### src/rtl/dance_pad_conditioner_if.sv
// rtl/dance_pad_conditioner_if.sv - lane input/output bundle for dance_pad_conditioner
// master drives raw contacts and enable; slave returns conditioned pulses and levels.
interface dance_pad_conditioner_if #(
   parameter int NUM_PADS = 4
);
   logic [NUM_PADS-1:0] key_n;
   logic [NUM_PADS-1:0] pad_n;
   logic                enable;
   logic [NUM_PADS-1:0] press_pulse;
   logic [NUM_PADS-1:0] release_pulse;
   logic [NUM_PADS-1:0] press_level;
   logic                press_any;
   logic [NUM_PADS-1:0] stuck;

   modport master (
      output key_n, pad_n, enable,
      input  press_pulse, release_pulse, press_level, press_any, stuck
   );

   modport slave (
      input  key_n, pad_n, enable,
      output press_pulse, release_pulse, press_level, press_any, stuck
   );
endinterface

### src/rtl/dance_pad_conditioner.sv
// rtl/dance_pad_conditioner.sv - sync, merge and debounce button/pad lanes into press/release pulses
// Optional stuck-lane detection is built when PAD_STUCK_DETECT_EN is defined.
module dance_pad_conditioner #(
   parameter int NUM_PADS        = 4,
   parameter int DEBOUNCE_CYCLES = 500000,
   parameter int CNT_W           = 20,
   parameter int STUCK_CYCLES    = 250000000
) (
   input logic                     CLOCK_50,
   input logic                     resetn,
   dance_pad_conditioner_if.slave  pads
);

   typedef enum logic [1:0] {
      IDLE        = 2'd0,
      DEB_PRESS   = 2'd1,
      HELD        = 2'd2,
      DEB_RELEASE = 2'd3
   } lane_state_e;

   localparam logic [CNT_W-1:0] DEB_LAST = CNT_W'(DEBOUNCE_CYCLES - 1);

   logic [NUM_PADS-1:0] key_meta_q, key_meta_d, key_sync_q, key_sync_d;
   logic [NUM_PADS-1:0] pad_meta_q, pad_meta_d, pad_sync_q, pad_sync_d;
   logic [NUM_PADS-1:0] act;

   lane_state_e         state_q [NUM_PADS];
   lane_state_e         state_d [NUM_PADS];
   logic [CNT_W-1:0]    cnt_q   [NUM_PADS];
   logic [CNT_W-1:0]    cnt_d   [NUM_PADS];

   logic [NUM_PADS-1:0] press_evt, release_evt;
   logic [NUM_PADS-1:0] press_pulse_q, press_pulse_d;
   logic [NUM_PADS-1:0] release_pulse_q, release_pulse_d;
   logic [NUM_PADS-1:0] press_level_q, press_level_d;
   logic [NUM_PADS-1:0] stuck_q, stuck_d;
   logic                press_any_q, press_any_d;

   always_comb begin
      key_meta_d = pads.key_n;
      key_sync_d = key_meta_q;
      pad_meta_d = pads.pad_n;
      pad_sync_d = pad_meta_q;
   end

   // A lane is active if either its button or its pad contact is held.
   assign act = ~key_sync_q | ~pad_sync_q;

   always_comb begin
      for (int i = 0; i < NUM_PADS; i++) begin
         state_d[i]     = state_q[i];
         cnt_d[i]       = cnt_q[i];
         press_evt[i]   = 1'b0;
         release_evt[i] = 1'b0;
         case (state_q[i])
            IDLE: begin
               if (act[i]) begin
                  state_d[i] = DEB_PRESS;
                  cnt_d[i]   = '0;
               end
            end
            DEB_PRESS: begin
               if (!act[i]) begin
                  state_d[i] = IDLE;
               end else if (cnt_q[i] == DEB_LAST) begin
                  state_d[i]   = HELD;
                  press_evt[i] = 1'b1;
               end else begin
                  cnt_d[i] = cnt_q[i] + 1'b1;
               end
            end
            HELD: begin
               if (!act[i]) begin
                  state_d[i] = DEB_RELEASE;
                  cnt_d[i]   = '0;
               end
            end
            DEB_RELEASE: begin
               if (act[i]) begin
                  state_d[i] = HELD;
               end else if (cnt_q[i] == DEB_LAST) begin
                  state_d[i]     = IDLE;
                  release_evt[i] = 1'b1;
               end else begin
                  cnt_d[i] = cnt_q[i] + 1'b1;
               end
            end
            default: begin
               state_d[i] = IDLE;
               cnt_d[i]   = '0;
            end
         endcase
         press_level_d[i] = (state_d[i] == HELD) || (state_d[i] == DEB_RELEASE);
      end
   end

`ifdef PAD_STUCK_DETECT_EN
   localparam logic [27:0] STUCK_LAST = 28'(STUCK_CYCLES - 1);

   logic [27:0]         held_cnt_q [NUM_PADS];
   logic [27:0]         held_cnt_d [NUM_PADS];
   logic [NUM_PADS-1:0] in_hold;

   // Held counter saturates at the threshold so it can never wrap back to zero.
   always_comb begin
      for (int i = 0; i < NUM_PADS; i++) begin
         in_hold[i] = (state_q[i] == HELD) || (state_q[i] == DEB_RELEASE);
         if (!in_hold[i]) begin
            held_cnt_d[i] = '0;
         end else if (held_cnt_q[i] == STUCK_LAST) begin
            held_cnt_d[i] = held_cnt_q[i];
         end else begin
            held_cnt_d[i] = held_cnt_q[i] + 28'd1;
         end
         if (state_d[i] == IDLE) begin
            stuck_d[i] = 1'b0;
         end else begin
            stuck_d[i] = stuck_q[i] | (in_hold[i] && (held_cnt_q[i] == STUCK_LAST));
         end
      end
   end

   always_ff @(posedge CLOCK_50 or negedge resetn) begin
      if (!resetn) begin
         for (int i = 0; i < NUM_PADS; i++) begin
            held_cnt_q[i] <= '0;
         end
      end else begin
         for (int i = 0; i < NUM_PADS; i++) begin
            held_cnt_q[i] <= held_cnt_d[i];
         end
      end
   end
`else
   assign stuck_d = '0;
`endif

   // Pulses from a stuck lane are dropped; stuck_q is used so the IDLE-entry clear
   // does not let the final release pulse slip through.
   always_comb begin
      press_pulse_d   = press_evt & {NUM_PADS{pads.enable}} & ~stuck_q;
      release_pulse_d = release_evt & {NUM_PADS{pads.enable}} & ~stuck_q;
      press_any_d     = |press_pulse_d;
   end

   always_ff @(posedge CLOCK_50 or negedge resetn) begin
      if (!resetn) begin
         key_meta_q      <= '1;
         key_sync_q      <= '1;
         pad_meta_q      <= '1;
         pad_sync_q      <= '1;
         for (int i = 0; i < NUM_PADS; i++) begin
            state_q[i] <= IDLE;
            cnt_q[i]   <= '0;
         end
         press_pulse_q   <= '0;
         release_pulse_q <= '0;
         press_level_q   <= '0;
         press_any_q     <= 1'b0;
         stuck_q         <= '0;
      end else begin
         key_meta_q      <= key_meta_d;
         key_sync_q      <= key_sync_d;
         pad_meta_q      <= pad_meta_d;
         pad_sync_q      <= pad_sync_d;
         for (int i = 0; i < NUM_PADS; i++) begin
            state_q[i] <= state_d[i];
            cnt_q[i]   <= cnt_d[i];
         end
         press_pulse_q   <= press_pulse_d;
         release_pulse_q <= release_pulse_d;
         press_level_q   <= press_level_d;
         press_any_q     <= press_any_d;
         stuck_q         <= stuck_d;
      end
   end

   assign pads.press_pulse   = press_pulse_q;
   assign pads.release_pulse = release_pulse_q;
   assign pads.press_level   = press_level_q;
   assign pads.press_any     = press_any_q;
   assign pads.stuck         = stuck_q;

endmodule
### src/flat_wrapper.sv
// flat-port wrapper written by rule: the top's interface ports become plain ports
module dance_pad_conditioner_flat 
#(
   parameter int NUM_PADS        = 4,
   parameter int DEBOUNCE_CYCLES = 500000,
   parameter int CNT_W           = 20,
   parameter int STUCK_CYCLES    = 250000000
)
  (CLOCK_50, resetn, pads_key_n, pads_pad_n, pads_enable, pads_press_pulse, pads_release_pulse, pads_press_level, pads_press_any, pads_stuck);
  dance_pad_conditioner_if #(.NUM_PADS(NUM_PADS)) pads_i ();
  input logic CLOCK_50;
  input logic resetn;
  input wire logic [$bits(pads_i.key_n)-1:0] pads_key_n;
  input wire logic [$bits(pads_i.pad_n)-1:0] pads_pad_n;
  input wire logic [$bits(pads_i.enable)-1:0] pads_enable;
  output wire logic [$bits(pads_i.press_pulse)-1:0] pads_press_pulse;
  output wire logic [$bits(pads_i.release_pulse)-1:0] pads_release_pulse;
  output wire logic [$bits(pads_i.press_level)-1:0] pads_press_level;
  output wire logic [$bits(pads_i.press_any)-1:0] pads_press_any;
  output wire logic [$bits(pads_i.stuck)-1:0] pads_stuck;
  assign pads_i.key_n = pads_key_n;
  assign pads_i.pad_n = pads_pad_n;
  assign pads_i.enable = pads_enable;
  assign pads_press_pulse = pads_i.press_pulse;
  assign pads_release_pulse = pads_i.release_pulse;
  assign pads_press_level = pads_i.press_level;
  assign pads_press_any = pads_i.press_any;
  assign pads_stuck = pads_i.stuck;
  dance_pad_conditioner #(.NUM_PADS(NUM_PADS), .DEBOUNCE_CYCLES(DEBOUNCE_CYCLES), .CNT_W(CNT_W), .STUCK_CYCLES(STUCK_CYCLES)) u_core (.CLOCK_50(CLOCK_50), .resetn(resetn), .pads(pads_i));
endmodule
### config.mk
export PLATFORM = sky130hd
export DESIGN_NAME = dance_pad_conditioner_flat
export DESIGN_NICKNAME = d
export VERILOG_FILES = /design/src/rtl/dance_pad_conditioner_if.sv /design/src/rtl/dance_pad_conditioner.sv /design/src/flat_wrapper.sv
export SDC_FILE = /design/constraint.sdc
export NUM_CORES = 1
export LEC_CHECK = 0
export ABC_AREA = 0
export BUFFER_PORTS_ARGS = -buffer_cell sky130_fd_sc_hd__buf_2
export CAP_MARGIN = 20
export CELL_PAD_IN_SITES_DETAIL_PLACEMENT = 0
export CELL_PAD_IN_SITES_GLOBAL_PLACEMENT = 1
export CORE_ASPECT_RATIO = 0.9
export CORE_UTILIZATION = 42
export DETAILED_ROUTE_END_ITERATION = 10
export PLACE_DENSITY_LB_ADDON = 0.1
export SLEW_MARGIN = 20
export SYNTH_ARGS = -nofsm -noshare
export SYNTH_HDL_FRONTEND = slang
export SYNTH_SLANG_ARGS = --single-unit
### constraint.sdc
create_clock -name CLOCK_50 -period 2.3 [get_ports CLOCK_50]
set_input_delay 0.115 -clock CLOCK_50 [delete_from_list [all_inputs] [get_ports CLOCK_50]]
set_output_delay 0.115 -clock CLOCK_50 [all_outputs]
set_load 0.02 [all_outputs]
# [Yosys cells after proc, flatten, opt, wreduce, memory -nomap -nowiden]
# Cells that the tools add are included.
[word_totals] n_memories=0 latchBits=0 ramBits=0 input_bits=11 ff_bits=117 out_inout_bits=17 mem_bits_ro=0 wordCells=150
[classes] mul=0 n_lt_le_gt_ge=0 eq_ne=40 bitwise=5 reduce_logical=13 div_mod_pow=0 shifts=0 n_addsub=4 muxes=72
[ops] cell="20-bit two-way mux" count=20
[ops] cell="20-bit case mux with 4 select lines" count=4
[ops] cell="20-bit by 1-bit adder with 20-bit output (second input constant)" count=4
[ops] cell="20-bit by 19-bit == test with 1-bit output (second input constant)" count=4
[ops] cell="2-bit two-way mux" count=24
[ops] cell="2-bit == test (second input constant)" count=16
[ops] cell="2-bit case mux with 4 select lines" count=4
[ops] cell="1-bit two-way mux" count=20
[ops] cell="2-bit by 1-bit inequality test with 1-bit output (second input constant)" count=8
[ops] cell="2-bit inequality test (second input constant)" count=8
[ops] cell="4-bit AND reduction" count=4
[ops] cell="4-bit bitwise AND" count=2
[ops] cell="2-bit by 1-bit == test with 1-bit output (second input constant)" count=4
[ops] cell="2-bit zero test" count=4
[ops] cell="4-bit NOT" count=2
[ops] cell="1-bit logical OR" count=4
[ops] cell="4-bit bitwise OR" count=1
[ops] cell="4-bit OR reduction" count=1

# [Longest topological paths before layout]
# Gate-level depths: netlist of run 1.
[logic_depth] word_depth=6 ltp_mapped=8 ltp_nobuf=6

# [Worst setup path before layout of run 1]
# Ideal clock, no wire load.
[synth_timing] path_kind="reg-to-reg" from="register u_core.cnt_q[60] (netlist name)" to="register u_core.cnt_q[78] (netlist name)" t_required_ns=2.167 setup_time_ns=0.133 n_path_buf=0 path_stages_with_launch=7 path_slack_ns=0.268 arrival_time_ns=1.900 period_less_slack_ns=2.032 path_cell_list="dfrtp_1 ha_1 nand4_4 or4_1 or3_1 a22oi_2 o41ai_2"
[synth_between] elab_chain_cells=4 elab_cells_between_ends=6 classes_between="1 x add/sub; 1 x eq/ne; 4 x mux"
[synth_rtl] item="start: declaration" line_no="dance_pad_conditioner.sv:29" source="logic [CNT_W-1:0] cnt_q [NUM_PADS];"
[synth_rtl] item="start signal: indexed assignment" line_no="dance_pad_conditioner.sv:168" source="cnt_q[i] <= cnt_d[i];"
[synth_rtl] item="20-bit by 1-bit adder with 20-bit output / 20-bit by 19-bit == test with 1-bit output (equally long branches)"
[synth_rtl] item="20-bit two-way mux (*)" line_no="dance_pad_conditioner.sv:65, dance_pad_conditioner.sv:81"
[synth_rtl] item="20-bit two-way mux (on tied branches)" line_no="dance_pad_conditioner.sv:79, dance_pad_conditioner.sv:63"
[synth_rtl] item="20-bit case mux with 4 select lines (*)" line_no="dance_pad_conditioner.sv:55" source="case (state_q[i])"
# Mark *: on every way between the ends. The rest lies on a longest branch, timed or not. The select of a mux whose other input is x is not followed.
# A chain may end at the register's enable or synchronous reset.

# [Worst setup path in the final report of run 1]
# Ends and elaborated chain as after synthesis.

==> metrics.yaml, run 1 <==
hold_viol: 0
start_util_pct: 43.2
synth_cells: 622
routedWlPerCell_um: 15.8
diodes: 0
ys_seq_area_share_pct: 48.4
gp_congestion: 0.833
outcome: "finished, final reports clean"
grt_pass1_wl_um: 24100
irDropWorstVdd_v: 0.000542
ant_nets: 0
die_area_mm2: 0.0150
maxSlewViolCount: 0
timing.slew.headroom_pct: 53.9
crit_chain: "ha_1, nand4_4, or4_1, or3_1, a22oi_2, o41ai_2"
cp_max_fo: 5
synthTopCellsByArea: "dfrtp_1, dfstp_2, nand2_1"
post_cts_buffers: 0
overflow: 0
synthXorXnorAreaFrac_pct: 1.73
antenna_found_initial: 0
cts_max_path_buffers: 2
synth_area_leader_cell: "dfrtp_1"
slowest_stage: "or4_1"
crit_arrival_ps: 2380
worstPathRequired_ps: 2590
htreeDepth: 4
clock-skew-final_ps: 8.87
die_h_um: 116
cp-end-kind: "register"
cts.sinks: 117
clkSlewWorstSetupHoldPaths_ps: 60
ys_warn_count: 0
wl_um: 13800
slowest_delay_ps: 550
io-pin-count: 28
fin_crit_sh_pct: 90.9
cp_top_family: "simple AND/OR/NAND/NOR gates"
die_w_um: 129
fmax_mhz: 478
power_leakage_nw: 3.15
drt_iter0_drc: 362
portBuffers: 23
rsz0062_at_grt: "no"
via_per_inst: 5.59
grt_usage_pct: 20.7
core-area_mm2: 0.0141
rows: 41
synth_flop_cell: "dfrtp_1"
synth-async-reset-ratio_pct: 100
critical_path_class: "reg2reg"
hp-class: "in2reg"
synth_top_area_share_pct: 41.5
design_power_total_mw: 5.74
synth_cell_type_count: 65
syn_to_final_growth_pct: 19.0
tightest_slew_ps: 692
syn-cell-area_mm2: 0.00609
clk_latency_ps: 420
period_needed_ps: 2090
p_per_area_mw_per_mm2: 792
cts-resized-gates: 0
drc: 0
num_vias: 4899
synth.ff_latch_count: 117
nNetsFinal: 685
cts_made_buffers: 17
synth_compound_gate_area_share_pct: 16.1
hpwl_um: 9050
final_util_pct: 51.4
final.fill_count: 1286
clockRootBuffer: "clkbuf_16"
cp-start-kind: "register"
finalSetupTns_ps: 0
first_pass_iters: 5
synth-adder-area-share_pct: 0.822
cp.buffers_inverters: 0
synthSimpleGateAreaFrac_pct: 25.3
setup_viol: 0
synth_top_family_by_area: "simple AND/OR/NAND/NOR gates"
drv_cap: 0
muxShareOfSynthArea_pct: 3.82
cts_tree: "built"
grt_max_degree: 49
grt_pass1_vias: 4742
synth_area_per_cell_um2: 9.79
synth_edf_count: 0
drive_above_1_share_pct: 18.6
==> synthesized netlist by cell type (3+ instances only) <==
cell type,n
dfrtp_1,101
nand2_1,79
nand3_1,42
o21ai_0,39
nor2_1,36
a22o_1,26
inv_1,22
clkbuf_1,19
nand4_1,19
nor3_1,19
dfstp_2,16
and2_1,13
mux2i_1,12
or4_1,11
a31oi_1,10
and3_1,10
mux2_2,10
nor4_1,10
o31ai_1,10
xnor2_1,8
a21o_1,7
a21oi_1,7
nor4b_1,6
or3_1,6
and4_1,5
buf_2,5
buf_4,5
o41ai_1,5
ha_1,4
nand4b_1,4
o22ai_1,4
xor2_1,4
nand3b_1,3
o211ai_1,3
or4_4,3
==> cell families (layout without fill, tap and decap cells) <==
kind of cell    Yosys count  count (layout)
compound gates          130             130
xor+xnor                 12              12
fa+ha+maj                 4               4
buf+inv                  53             111
flops                   117             117
mux                      22              22
other cells               1               4
simple gates            283             283
==> registers in the layout (all words and copies together), names as in the netlist <==
name	flops
u_core.pads.press_pulse	4
u_core.cnt_q	80
u_core.key_meta_q	4
u_core.state_q	8
u_core.key_sync_q	4
u_core.pads.press_level	4
u_core.pads.press_any	1
u_core.pads.release_pulse	4
u_core.pad_meta_q	4
u_core.pad_sync_q	4
==> per-layer routing <==
layer	wire length (um)	global-route usage [%]	vias up	part of all wire, %
met5	0	0	-	0
met4	143	8.63	0	1.0
met3	422	4.58	11	3.0
met2	6380	31.5	90	46
met1	6900	28.8	2386	50
li1	-	-	2412	-
==> worst paths after layout <==
| check | cells past startpoint | start | slack [ps] | end |
|---|---|---|---|---|
| setup / recovery | 6 | u_core.cnt_q[60]$_DFFE_PN0P_ | 210 | u_core.cnt_q[78]$_DFFE_PN0P_ |
| hold / removal | 3 | pads_enable | 20 | u_core.pads.release_pulse[2]$_DFF_PN0_ |
| setup reg to reg | 6 | u_core.cnt_q[60]$_DFFE_PN0P_ | 210 | u_core.cnt_q[78]$_DFFE_PN0P_ |
| hold reg to reg | 0 | u_core.pad_meta_q[0]$_DFF_PN1_ | 350 | u_core.pad_sync_q[0]$_DFF_PN1_ |
| max in group asynchronous | 3 | resetn | 1300 | u_core.pad_sync_q[0]$_DFF_PN1_ |
| min in group asynchronous | 2 | resetn | 290 | u_core.cnt_q[52]$_DFFE_PN0P_ |
==> layout by cell type, fill, tap and decap left out, types with 5 or more instances in the layout <==
cell type / count
dfrtp_1: 101
nand2_1: 79
nand3_1: 42
o21ai_0: 39
nor2_1: 36
a22o_1: 26
buf_4: 23
inv_1: 22
buf_2: 22
nand4_1: 19
nor3_1: 19
clkbuf_16: 17
dfstp_2: 16
and2_1: 13
mux2i_1: 12
or4_1: 11
and3_1: 10
nor4_1: 10
mux2_2: 10
a31oi_1: 10
o31ai_1: 9
dlygate4sd3_1: 9
xnor2_1: 8
a21o_1: 7
a21oi_1: 7
nor4b_1: 6
or3_1: 6
and4_1: 5
o41ai_1: 5
clkinvlp_4: 5
==> layout make-up <==
class                      instances  area (um^2)  share of cell area [%]
sequential                       117         2950                    40.7
multi-input combinational        455         2930                    40.4
clock buffer                      18          439                    6.06
timing repair buffer              57          433                    5.97
tap                              193          241                    3.33
clock inverter                    14          176                    2.43
inverter                          22         82.6                    1.14
==> tightest hold or removal path, delay by kind of cell <==
family | cells | cell delay (ps)
buf+inv | 1 | 160
simple gates | 2 | 110
==> metrics by stage <==
step	hold slack (ps)	setup WS, ps	std cells	cell area, um^2
after floorplan	-181	268	625	6100
after global placement	200	264	835	6540
after detailed placement	207	222	835	6540
after CTS	1.11	206	876	7250
after global routing	37.0	38.5	876	7250
final	17.0	210	876	7250
==> repair_timing <==
action                                 4_1_cts  5_1_grt
setup endpoints to repair                    0        0
endpoints found under the hold margin       47        0
hold buffers                                 9        0
==> power breakdown <==
part | internal (mW) | leakage (nW) | switching [mW]
sequential | 2.22 | 1.54 | 0.231
clock | 1.74 | 0.286 | 1.01
combinational | 0.250 | 1.32 | 0.281
Note: power is estimated with default switching activity, not from simulation.
==> inputs of run 2 (changes only) <==
--- a/config.mk
+++ b/config.mk
@@ -11,6 +11,7 @@
 export CELL_PAD_IN_SITES_DETAIL_PLACEMENT = 0
 export CELL_PAD_IN_SITES_GLOBAL_PLACEMENT = 1
 export CORE_ASPECT_RATIO = 0.9
+export CORE_MARGIN = 4
 export CORE_UTILIZATION = 42
 export DETAILED_ROUTE_END_ITERATION = 10
 export PLACE_DENSITY_LB_ADDON = 0.1
==> metrics.yaml, run 2 (synthesis results as in run 1) <==
hpwl_um: 9360  # was 9050 um
start_util_pct: 43.2  # unchanged
cts_made_buffers: 17  # unchanged
slowest_delay_ps: 550  # about the same
drive_above_1_share_pct: 18.7  # was 18.6%
drt_iter0_drc: 290  # was 362
final_common_cell: "dfrtp_1"  # unchanged
grt_pass1_vias: 4771  # was 4742
fin_crit_sh_pct: 91.6  # was 90.9%
setup_viol: 0  # unchanged
crit_path_start: "u_core.cnt_q[60]$_DFFE_PN0P_"  # unchanged
num_vias: 4921  # was 4899
gp_congestion: 0.800  # was 0.833
antenna_found_initial: 0  # unchanged
hold_path.startpoint: "pads_enable"  # unchanged
final_cell_mix: "dfrtp_1, nand2_1, nand3_1"  # unchanged
wl_um: 13900  # was 13800 um
cts_max_path_buffers: 2  # unchanged
cp_max_fo: 5  # unchanged
grt_pass1_wl_um: 24100  # about the same
fmax_mhz: 475  # was 478 MHz
period_needed_ps: 2110  # was 2090 ps
regMostFlops: "u_core.cnt_q"  # unchanged
hold_viol: 0  # unchanged
first_pass_iters: 5  # unchanged
die_h_um: 122  # was 116 um
reg.largest.list: "u_core.cnt_q x80, u_core.state_q x8"  # unchanged
design_power_total_mw: 5.95  # was 5.74 mW
die_w_um: 135  # was 129 um
p_per_area_mw_per_mm2: 817  # was 792 mW/mm^2
syn_to_final_growth_pct: 19.6  # was 19.0%
grt_usage_pct: 18.3  # was 20.7%
die_area_mm2: 0.0165  # was 0.0150 mm^2
cp-end-kind: "register"  # unchanged
timing.slew.headroom_pct: 60.1  # was 53.9%
timing.rr.start: "u_core.cnt_q[60]$_DFFE_PN0P_"  # unchanged
drc: 0  # unchanged
worstPathRequired_ps: 2590  # about the same
cts.sinks: 117  # unchanged
portBuffers: 23  # unchanged
irDropWorstVdd_v: 0.000666  # was 0.000542 V
clk_latency_ps: 410  # was 420 ps
finalSetupTns_ps: 0  # unchanged
cts_tree: "built"  # unchanged
nNetsFinal: 686  # was 685
outcome: "finished, final reports clean"  # unchanged
diodes: 0  # unchanged
ant_nets: 0  # unchanged
grt_max_degree: 60  # was 49
largest_reg_flops: 80  # unchanged
final.fill_count: 1294  # was 1286
clockRootBuffer: "clkbuf_16"  # unchanged
via_per_inst: 5.61  # was 5.59
core-area_mm2: 0.0141  # unchanged
htreeDepth: 4  # unchanged
maxSlewViolCount: 0  # unchanged
power_leakage_nw: 3.18  # was 3.15 nW
rows: 41  # unchanged
crit_arrival_ps: 2400  # was 2380 ps
tightest_slew_ps: 593  # was 692 ps
clkSlewWorstSetupHoldPaths_ps: 50  # was 60 ps
io-pin-count: 28  # unchanged
cts-resized-gates: 0  # unchanged
hp-class: "in2reg"  # unchanged
critical_path_class: "reg2reg"  # unchanged
clock-skew-final_ps: 6.86  # was 8.87 ps
routedWlPerCell_um: 15.9  # was 15.8 um
rsz0062_at_grt: "no"  # unchanged
cp-start-kind: "register"  # unchanged
slowest_stage: "or4_1"  # unchanged
drv_cap: 0  # unchanged
crit_chain: "ha_1, nand4_4, or4_1, or3_1, a22oi_2, o41ai_2"  # unchanged
overflow: 0  # unchanged
run 2: cell type report:
type	instances	area, um^2	area share [%]
Sequential cell	117	2950	40.5
Multi-Input combinational cell	455	2930	40.2
Clock buffer	20	467	6.41
Timing Repair Buffer	58	415	5.71
Tap cell	193	241	3.32
Clock inverter	12	200	2.75
Inverter	22	82.6	1.13
run 2: what timing repair did:
action / in CTS / in global routing
buffers inserted: 0 / 0
endpoints found under the hold margin: 32 / 0
hold buffers: 9 / 0
run 2: final timing paths:
path                                                                to  slack (ps)  cells after the start
worst min-delay path            u_core.pads.release_pulse[3]$_DFF_PN0_          30                      3
worst max register to register            u_core.cnt_q[78]$_DFFE_PN0P_         190                      6
worst max-delay path                      u_core.cnt_q[78]$_DFFE_PN0P_         190                      6
min in group asynchronous                 u_core.cnt_q[50]$_DFFE_PN0P_         170                      2
max in group asynchronous               u_core.key_sync_q[0]$_DFF_PN1_        1340                      3
worst min register to register          u_core.pad_sync_q[3]$_DFF_PN1_         350                      0
run 2: metal layers:
layer  part of all wire, %  wire length, um  global-route usage [%]
met3                   3.4              466                    4.80
met1                    49             6840                    25.5
met4                   1.2              160                    5.53
met5                     0                0                       0
met2                    46             6440                    28.1
run 2: worst max-delay path, delay by kind of cell (launching register included):
kind                     cells  cell delay, ps
AND/OR/NAND/NOR              3            1040
flip-flops                   1             400
adder cells (fa/ha/maj)      1             310
AO/OA/AOI/OAI                2             240
run 2: where the power goes:
part           switching (mW)  internal [mW]
Sequential              0.232           2.23
Combinational           0.276          0.246
Clock                   0.960           2.01
Total                    1.47           4.48
run 2: through the flow:
stage	cells	setup WS (ps)	instance area, um^2	utilization [%]	hold WS [ps]
after floorplan	625	268	6100	-	-181
after global placement	836	265	6520	46.2	50.0
after detailed placement	836	215	6520	46.2	53.5
after CTS	877	198	7280	51.6	11.6
after global routing	877	47.9	7280	51.6	27.3
final	877	193	7280	51.6	25.9
